File: config.mk
export PLATFORM = sky130hd
export DESIGN_NAME = bfb_align_acc
export DESIGN_NICKNAME = d
export VERILOG_FILES = /design/src/rtl/bfb_align_acc.sv
export SDC_FILE = /design/constraint.sdc
export NUM_CORES = 1
export LEC_CHECK = 0
export BUFFER_PORTS_ARGS = -buffer_cell sky130_fd_sc_hd__buf_4
export CAP_MARGIN = 10
export CELL_PAD_IN_SITES_DETAIL_PLACEMENT = 1
export CELL_PAD_IN_SITES_GLOBAL_PLACEMENT = 2
export CORE_MARGIN = 4
export CORE_UTILIZATION = 40
export CTS_BUF_LIST = sky130_fd_sc_hd__clkbuf_16
export DETAILED_ROUTE_END_ITERATION = 10
export HOLD_SLACK_MARGIN = 0.15
export PLACE_DENSITY_LB_ADDON = 0.15
export SLEW_MARGIN = 10
export SYNTH_ARGS = -nofsm -noshare
export SYNTH_HDL_FRONTEND = slang
export SYNTH_SLANG_ARGS = --single-unit
File: constraint.sdc
create_clock -name clk -period 11.67 [get_ports clk]
set_input_delay 0 -clock clk [delete_from_list [all_inputs] [get_ports clk]]
set_output_delay 0 -clock clk [all_outputs]
set_load 0.05 [all_outputs]
File: src/rtl/bfb_align_acc.sv
// bfb_align_acc
// Consumer side of the block-floating-point product path. Each accepted beat
// carries an unsigned product mantissa plus shared-exponent metadata. The
// mantissa is pre-shifted by (d1+d2), aligned to the running block exponent
// and accumulated. On the last beat of a block the sum is normalized, then
// emitted as one mantissa/exponent pair over a valid/ready handshake.
//
// Optional feature: define BFB_ROUND_EN to round every right shift to the
// nearest value by adding the last shifted-out bit. Without it, right shifts
// truncate.
//
// Ports:
//   clk        rising-edge clock
//   rst_n      asynchronous active-low reset
//   in_valid   input beat valid
//   in_ready   input beat accepted when in_valid & in_ready (IDLE/ACC only)
//   in_pp      unsigned product mantissa, MANT_W bits
//   in_emax    beat exponent
//   in_d1      pre-shift amount 1
//   in_d2      pre-shift amount 2
//   in_last    final beat of block
//   out_valid  result valid
//   out_ready  result consumed when out_valid & out_ready
//   out_mant   normalized block mantissa, ACC_W bits
//   out_exp    block exponent
//   out_ovf    sticky exponent-overflow flag for the block
module bfb_align_acc #(
  parameter int MANT_W = 8,
  parameter int EXP_W  = 4,
  parameter int ACC_W  = 16
) (
  input  logic              clk,
  input  logic              rst_n,
  input  logic              in_valid,
  output logic              in_ready,
  input  logic [MANT_W-1:0] in_pp,
  input  logic [EXP_W-1:0]  in_emax,
  input  logic [EXP_W-1:0]  in_d1,
  input  logic [EXP_W-1:0]  in_d2,
  input  logic              in_last,
  output logic              out_valid,
  input  logic              out_ready,
  output logic [ACC_W-1:0]  out_mant,
  output logic [EXP_W-1:0]  out_exp,
  output logic              out_ovf
);

  // Shift amounts carry one extra bit so d1+d2 cannot wrap.
  localparam int SH_W = EXP_W + 1;

  typedef enum logic [1:0] {IDLE, ACC, NORM, DONE} state_t;

  state_t             state, state_next;
  logic [ACC_W-1:0]   acc, acc_next;
  logic [EXP_W-1:0]   acc_exp, acc_exp_next;
  logic               ovf, ovf_next;

  logic               beat;
  logic               norm_done;
  logic [ACC_W-1:0]   pp_ext;
  logic [ACC_W-1:0]   m_in;
  logic               up;
  logic [ACC_W-1:0]   a_op, b_op;
  logic [EXP_W-1:0]   base_exp;
  logic [ACC_W:0]     sum;
  logic [ACC_W-1:0]   half;
  logic [EXP_W:0]     inc;
  logic [EXP_W:0]     bumped;

  // Right shift with saturation to zero for large amounts; optionally rounds
  // by adding the last bit shifted out. With amt >= 1 the truncated value is
  // below 2^(ACC_W-1), so the rounding add can never overflow here.
  function automatic logic [ACC_W-1:0] shr(input logic [ACC_W-1:0] v,
                                           input logic [SH_W-1:0]  amt);
    logic [ACC_W-1:0] r;
`ifdef BFB_ROUND_EN
    logic [ACC_W-1:0] g;
`endif
    r = (32'(amt) >= ACC_W) ? '0 : (v >> amt);
`ifdef BFB_ROUND_EN
    g = v >> (amt - SH_W'(1));
    if (amt != '0 && 32'(amt) <= ACC_W)
      r = r + {{(ACC_W-1){1'b0}}, g[0]};
`endif
    return r;
  endfunction

  assign beat      = in_valid & in_ready;
  assign norm_done = (acc == '0) || acc[ACC_W-1] || (acc_exp == '0);
  assign pp_ext    = ACC_W'(in_pp) << (ACC_W - MANT_W);
  assign m_in      = shr(pp_ext, SH_W'(in_d1) + SH_W'(in_d2));

  // ---------------- FSM: state register ----------------
  always_ff @(posedge clk or negedge rst_n) begin
    if (!rst_n) state <= IDLE;
    else        state <= state_next;
  end

  // ---------------- FSM: next state ----------------
  always_comb begin
    state_next = state;
    case (state)
      IDLE: if (beat) state_next = in_last ? NORM : ACC;
      ACC:  if (beat && in_last) state_next = NORM;
      NORM: if (norm_done) state_next = DONE;
      DONE: if (out_ready) state_next = IDLE;
      default: state_next = IDLE;
    endcase
  end

  // ---------------- FSM: outputs ----------------
  always_comb begin
    in_ready = (state == IDLE) || (state == ACC);
  end

  // ---------------- datapath ----------------
  always_comb begin
    acc_next     = acc;
    acc_exp_next = acc_exp;
    ovf_next     = ovf;

    // Align the smaller-exponent operand to the larger exponent.
    up       = in_emax > acc_exp;
    a_op     = up ? shr(acc, SH_W'(in_emax - acc_exp)) : acc;
    b_op     = up ? m_in : shr(m_in, SH_W'(acc_exp - in_emax));
    base_exp = up ? in_emax : acc_exp;
    sum      = {1'b0, a_op} + {1'b0, b_op};

    half = sum[ACC_W:1];
    inc  = (EXP_W+1)'(1);
`ifdef BFB_ROUND_EN
    // Rounding the carry shift can itself carry out (sum all-ones); that is
    // renormalized as a second carry: mantissa 100..0, exponent +2.
    if (sum[0]) begin
      if (&half) begin
        half = {1'b1, {(ACC_W-1){1'b0}}};
        inc  = (EXP_W+1)'(2);
      end else begin
        half = half + ACC_W'(1);
      end
    end
`endif
    bumped = {1'b0, base_exp} + inc;

    case (state)
      IDLE: begin
        if (beat) begin
          acc_next     = m_in;
          acc_exp_next = in_emax;
          ovf_next     = 1'b0;
        end
      end
      ACC: begin
        if (beat) begin
          if (!sum[ACC_W]) begin
            acc_next     = sum[ACC_W-1:0];
            acc_exp_next = base_exp;
          end else if (bumped[EXP_W]) begin
            // Exponent cannot grow: saturate mantissa, flag overflow.
            acc_next     = '1;
            acc_exp_next = base_exp;
            ovf_next     = 1'b1;
          end else begin
            acc_next     = half;
            acc_exp_next = bumped[EXP_W-1:0];
          end
        end
      end
      NORM: begin
        if (acc == '0) begin
          acc_exp_next = '0;
        end else if (!norm_done) begin
          acc_next     = acc << 1;
          acc_exp_next = acc_exp - EXP_W'(1);
        end
      end
      default: ;
    endcase
  end

  always_ff @(posedge clk or negedge rst_n) begin
    if (!rst_n) begin
      acc     <= '0;
      acc_exp <= '0;
      ovf     <= 1'b0;
    end else begin
      acc     <= acc_next;
      acc_exp <= acc_exp_next;
      ovf     <= ovf_next;
    end
  end

  // Result registers are loaded on the final NORM step so they hold steady
  // for the whole DONE period, whatever the consumer does.
  always_ff @(posedge clk or negedge rst_n) begin
    if (!rst_n) begin
      out_valid <= 1'b0;
      out_mant  <= '0;
      out_exp   <= '0;
      out_ovf   <= 1'b0;
    end else if (state == NORM && norm_done) begin
      out_valid <= 1'b1;
      out_mant  <= acc;
      out_exp   <= (acc == '0) ? '0 : acc_exp;
      out_ovf   <= ovf;
    end else if (state == DONE && out_ready) begin
      out_valid <= 1'b0;
    end
  end

endmodule

==> flow_summary_export.csv, run 1 <==
group,metric,value,unit
clock_network,cts_inserted_buffers,5,
synth,synth_fp_nets,820,
timing,finalCriticalPeriod,6.154,ns
place,hpwlAfterDp,17160,um
synth,synth_seq_area_share,19.01,%
synth,synth_area_leader_cell,"dfrtp_1",
worst_setup_path,worst-setup-path-type,"reg2reg",
worst_setup_path,crit_path_start_kind,"register",
layout,post_route_cells_drive_above_1_share,14.06,%
synth,syn_area_per_cell,7.826,um^2
synth,yosys_warning_total,0,
timing,finalSetupViolations,0,
worst_setup_path,worstSetupEndpointType,"register",
detailed_routing,drc_errors,0,
clock_network,htreeDepth,2,
layout,post-route-util,45.45,%
die,die_width,129.7,um
layout,fillers,1772,
synth,synth.top_cell.area_share,19.01,%
detailed_routing,routedWlPerCell,23.44,um
timing,rsz0062_at_grt,"no",
worst_setup_path,critical_path_arrival,6.36,ns
detailed_routing,drt-pass1-iter-count,5,
timing,totalNegativeSetupSlack,0,ns
layout,layout.cells.most_common_list,"94 x nand2_1, 58 x nor2_1, 55 x buf_4",
clock_network,cts_buffer_depth,2,
detailed_routing,ant_nets,0,
global_route,grt_remaining_overflow,0,
clock_network,clock_sink_count,45,
synth,synthesis.instances,757,
hold_path,timing.hold.worst.class,"in2reg",
timing,hold_slack,0.1782,ns
global_route,grt_start_max_net_pins,46,
timing,worst_max_slew_pin_slew,1.187,ns
timing,post-route-period-util,52.73,%
place,portBuffers,47,
clock_network,clock_tree_from_tritoncts,"done",
die,chipHeight,129.7,um
global_route,number_of_antenna_violations_at_the_first_check_in_global_routing,0,
layout,commonest_non_fill_non_tap_cell_in_the_layout,"nand2_1",
clock_network,cts_root_buf,"clkbuf_16",
die,die-area,16820,um^2
place,gpl.final_weighted_congestion,0.9235,
layout,area_delta_synth_final,11.51,%
timing,final.setup_skew,0.005114,ns
worst_setup_path,timing.critical_path.fanout_max,23,
layout,antenna-diode-count,0,
die,ios,48,
clock_network,clock_pin_slew_reported_for_the_worst_setup_and_hold_paths_after_clock_tree_synthesis,0.06,ns
layout,post-route-cell-area,6606,um^2
detailed_routing,viasPerCell,6.422,
timing,slew_headroom,20.31,%
detailed_routing,wirelength,22480,um
global_route,globalRouteTotalUtil,27.06,%
synth,netlist_area,5924,um^2
worst_setup_path,timing.reg2reg.setup_slack,5.52,ns
place,post_dp_area,6342,um^2
synth,dominantRegCellSynth,"dfrtp_1",
synth,synth_area_leaders,"dfrtp_1 19%, ha_1 7.2%, nand2_1 6.0%, mux2i_1 5.6%, a21oi_1 4.5%",
synth,ys_seq_elements,45,
synth,async_set_or_reset_register_ratio_after_synthesis,100.0,%
clock_network,postCtsSetupRepairBufs,0,
synth,number_of_distinct_library_cells_after_synthesis,75,
layout,nets,837,
run,drv.max_cap_violation_count,0,
timing,hold_viol_final,0,
worst_setup_path,cp.required,11.88,ns
timing,max_freq,162.5,MHz
run_status,run_status,"completed",
detailed_routing,num_vias,6159,
timing,timing_max_transition_violations_final,0,
global_route,grt_pass1_wl,35740,um
die,initial_utilization,40.76,%
clock_network,clk_latency,0.29,ns
synth,post_synth_edffs,0,
global_route,first_global_vias,6279,
die,fp.coreArea,14530,um^2
detailed_routing,dr.first_iter.drc_count,741,
die,floorplan.rows,44,
[per-stage QoR]
stage	setup slack [ns]	std cells
global placement	5.585	944
finish	5.516	959
CTS	5.610	959
global route	5.022	959
detailed placement	5.473	944
floorplan	6.921	757
[final timing paths]
path | to | depth (start not counted) | startpoint
max reg2reg | acc_exp[1] | 21 | acc_exp[0]
min in group asynchronous | out_mant[10] | 2 | rst_n
min reg2reg | out_valid | 2 | out_valid
max in group asynchronous | acc_exp[1] | 2 | rst_n
min | acc_exp[1] | 5 | in_emax[1]
max | acc_exp[1] | 21 | acc_exp[0]
[critical path, stage by stage, from the launching register on]
cell      delay [ns]
dfrtp_1         0.45
inv_1           0.13
ha_1            0.23
fa_1            0.91
inv_1           0.45
a21oi_1         0.24
o21ai_0         0.20
and2_1          0.25
o32a_1          0.35
o211ai_1        0.14
ha_1            0.25
inv_1           0.07
fa_1            0.41
nor2b_1         0.17
o31a_1          0.22
nor4_1          0.09
o211ai_1        0.23
buf_4           0.32
a21boi_1        0.35
nor2_1          0.06
or3_1           0.32
a41oi_1         0.21
[cell type report]
class                           instances  area (um^2)  area share (%)
Sequential cell                        45         1126           17.05
Clock inverter                          3        68.82           1.042
Clock buffer                            5        125.1           1.894
Timing Repair Buffer                   62        483.0           7.311
Inverter                               29        108.9           1.648
Multi-Input combinational cell        631         4464           67.58
Tap cell                              184        230.2           3.485
[logic make-up after synthesis]
kind of cell | after synthesis | share of synthesized area (%)
flip-flops | 45 | 19.01
XOR/XNOR | 22 | 3.379
buffers and inverters | 81 | 5.639
multiplexers | 70 | 14.26
AND/OR/NAND/NOR | 232 | 17.93
adder cells (fa/ha/maj) | 38 | 8.532
AO/OA/AOI/OAI | 269 | 31.26
[state kept, by name, indices dropped and copies added, names as in the netlist]
name       count
out_ovf        1
out_exp        4
out_mant      16
out_valid      1
ovf            1
acc           16
acc_exp        4
state          2
[repair_timing]
item,CTS,global route
resized for setup,0,0
hold buffers,7,0
hold endpoints to repair,52,0
[layer usage]
layer  GRT usage (%)  wire [um]
met2           44.10      10490
met4           10.57        799
met3           3.602       1236
met1           36.55       9960
met5               0          0
[cell usage after synthesis (all sizes together) (8+ instances only)]
cell type   n
a21oi      53
nor2b      10
xnor2      13
o221ai     11
xor2        9
mux2       29
nand2      94
dfrtp      45
nor3       13
mux4        8
and2        8
a31oi      13
o21a       10
inv        29
buf        22
clkbuf     30
o22ai      11
o211ai     16
mux2i      33
ha         34
nor2       58
a22o       19
nand3      13
o21ai      60
a21o       13
Power of run 1 is not shown: default switching activity piles up to over one toggle a cycle in this logic, so the estimate is an artifact.
==> run 2, diff against run 1 <==
--- a/config.mk
+++ b/config.mk
@@ -5,12 +5,13 @@
 export SDC_FILE = /design/constraint.sdc
 export NUM_CORES = 1
 export LEC_CHECK = 0
+export ABC_AREA = 1
 export BUFFER_PORTS_ARGS = -buffer_cell sky130_fd_sc_hd__buf_4
 export CAP_MARGIN = 10
 export CELL_PAD_IN_SITES_DETAIL_PLACEMENT = 1
 export CELL_PAD_IN_SITES_GLOBAL_PLACEMENT = 2
 export CORE_MARGIN = 4
-export CORE_UTILIZATION = 40
+export CORE_UTILIZATION = 30
 export CTS_BUF_LIST = sky130_fd_sc_hd__clkbuf_16
 export DETAILED_ROUTE_END_ITERATION = 10
 export HOLD_SLACK_MARGIN = 0.15
==> constraint.sdc (replaced) <==
create_clock -name clk -period 5.3 [get_ports clk]
set_input_delay 0 -clock clk [delete_from_list [all_inputs] [get_ports clk]]
set_output_delay 0 -clock clk [all_outputs]
set_load 0.05 [all_outputs]
==> flow_summary_export.csv, run 2 <==
group,metric,value,unit
run_status,run_status,"completed",
timing,max_freq,208.7,MHz
layout,commonest_non_fill_non_tap_cell_in_the_layout,"nand2_1",
synth,synth_area_leader_cell,"nand2_1",
worst_setup_path,timing.critical_path.fanout_max,12,
clock_network,clock_tree_from_tritoncts,"done",
clock_network,cts_buffer_depth,2,
place,place.detailed.instances,1284,
worst_setup_path,timing.reg2reg.setup_slack,0.57,ns
timing,rsz0062_at_grt,"no",
clock_network,cts_resized,0,
layout,area_delta_synth_final,15.29,%
global_route,grt_util_met1,29.79,%
detailed_routing,drc_errors,0,
worst_setup_path,top_cell_family_by_delay_on_the_critical_path,"buffers and inverters",
layout,post_route_cells_drive_above_1_share,11.69,%
timing,post-route-period-util,90.42,%
worst_setup_path,crit_path_start_kind,"input pin",
layout,nets,1097,
die,die-area,22180,um^2
synth,ys_seq_elements,45,
die,chipHeight,148.9,um
timing,finalSetupViolations,0,
layout,layout.cells.most_common_list,"308 x nand2_1, 137 x nand3_1, 84 x o21ai_0",
global_route,grt_remaining_overflow,0,
clock_network,clock_sink_count,45,
layout,antenna-diode-count,0,
timing,hold_slack,0.2604,ns
worst_setup_path,worst_path_most_repeated_cell,"nand2_1",
global_route,grt_start_max_net_pins,46,
synth,async_set_or_reset_register_ratio_after_synthesis,100.0,%
layout,reg.largest.list,"acc (16), out_mant (16)",
detailed_routing,num_vias,6832,
detailed_routing,dr.first_iter.drc_count,379,
synth,post_synth_edffs,0,
die,fp.coreArea,19530,um^2
timing,worst_max_slew_pin_slew,0.7983,ns
layout,fillers,2629,
synth,synthesis.instances,994,
synth,dominantRegCellSynth,"dfrtp_1",
worst_setup_path,cp.required,5.55,ns
synth,synthMostInstantiatedCell,"nand2_1",
global_route,grt.met2_usage,38.47,%
hold_path,timing.hold.worst.class,"in2async",
synth,netlist_area,5957,um^2
global_route,globalRouteTotalUtil,22.10,%
layout,fin_cells,1300,
timing,hold_viol_final,0,
timing,finalCriticalPeriod,4.792,ns
detailed_routing,routedWlPerCell,18.73,um
synth,yosys_warning_total,0,
worst_setup_path,worst-r2r-cell-count,19,
synth,synth_area_leaders,"nand2_1 19%, dfrtp_1 19%, nand3_1 12%, ha_1 7.1%, o21ai_0 7.1%",
clock_network,clock_pin_slew_reported_for_the_worst_setup_and_hold_paths_after_clock_tree_synthesis,0.08,ns
clock_network,cts_inserted_buffers,5,
global_route,number_of_antenna_violations_at_the_first_check_in_global_routing,0,
global_route,grt_pass1_wl,38970,um
detailed_routing,viasPerCell,5.255,
synth,synth.top_cell.area_share,19.41,%
clock_network,cts_root_buf,"clkbuf_16",
detailed_routing,ant_nets,0,
place,gpl.final_weighted_congestion,0.8977,
synth,synth_seq_area_share,18.90,%
timing,final.setup_skew,0.01496,ns
die,die_width,148.9,um
worst_setup_path,slowest_delay,0.62,ns
global_route,first_global_vias,7062,
worst_setup_path,slowest_cell_on_the_critical_path,"xor2_1",
place,portBuffers,47,
worst_setup_path,critical_path_arrival,5.04,ns
detailed_routing,wirelength,24350,um
synth,yosys-top-cells-count,"308 x nand2_1, 137 x nand3_1, 84 x o21ai_0",
clock_network,htreeDepth,2,
worst_setup_path,critPathBufInv,8,
die,ios,48,
synth,number_of_distinct_library_cells_after_synthesis,48,
worst_setup_path,regToRegStartpoint,"acc_exp[2]",
worst_setup_path,worst-setup-path-type,"in2reg",
layout,post-route-cell-area,6868,um^2
global_route,grt-busiest-layer,"met2",
synth,synth_fp_nets,1057,
timing,slew_headroom,46.78,%
detailed_routing,drt-pass1-iter-count,5,
run,drv.max_cap_violation_count,0,
synth,syn_area_per_cell,5.993,um^2
global_route,m3_gr_usage,2.157,%
timing,totalNegativeSetupSlack,0,ns
timing,timing_max_transition_violations_final,0,
place,post_dp_area,6594,um^2
worst_setup_path,worstSetupEndpointType,"register",
die,initial_utilization,30.51,%
clock_network,clk_latency,0.30,ns
worst_setup_path,rr_endpoint,"acc[2]",
place,hpwlAfterDp,20080,um
die,floorplan.rows,51,
run 2: cell count changes after synthesis, moves of 15 or more:
| cell | delta |
|---|---|
| nand2_1 | +214 |
| nand3_1 | +124 |
| inv_1 | +52 |
| o21ai_0 | +45 |
| mux2i_1 | -29 |
| mux2_2 | -23 |
| a22o_1 | -19 |
| nand2_2 | +15 |
run 2: area by class of cell:
type                            instances  area [um^2]  area share [%]
Clock buffer                            5        125.1           1.822
Tap cell                              265        331.6           4.828
Multi-Input combinational cell        813         4267           62.12
Sequential cell                        45         1126           16.40
Timing Repair Buffer                   78        605.6           8.818
Inverter                               91        344.1           5.010
Clock inverter                          3        68.82           1.002
run 2: kinds of logic after synthesis:
family	share of synthesized area, %
simple gates	41.27
compound gates	18.27
buf+inv	9.473
flops	18.90
fa+ha+maj	8.486
xor+xnor	2.920
mux	0.6722
run 2: how the worst max path moves through the flow:
stage | start | endpoint | slack (ns) | depth (start not counted)
detailed placement | in_d1[0] | acc[2] | 0.32 | 31
global route | in_d1[0] | acc[2] | 0.09 | 31
floorplan | acc_exp[0] | acc[7] | 1.21 | 26
CTS | in_emax[0] | acc[2] | 0.55 | 27
finish | in_emax[0] | acc[2] | 0.51 | 27
global placement | in_d1[0] | acc[2] | 0.40 | 31
run 2: stage by stage:
stage	setup WS (ns)	util (%)
after global placement	0.3966	33.77
after global routing	0.08609	35.17
final	0.5075	35.17
after floorplan	1.206	-
after detailed placement	0.3235	33.77
after CTS	0.5491	35.17
run 2: repair_timing:
action,CTS,global route
endpoints found under the hold margin,53,0
setup buffers,0,0
hold buffers,8,0
run 2: layer usage:
metal,wire (um),part of all wire [%]
met1,11450,47
met2,11650,48
met3,805,3.3
met4,445,1.8
met5,0,0
Power of run 2 is left out for the same reason.
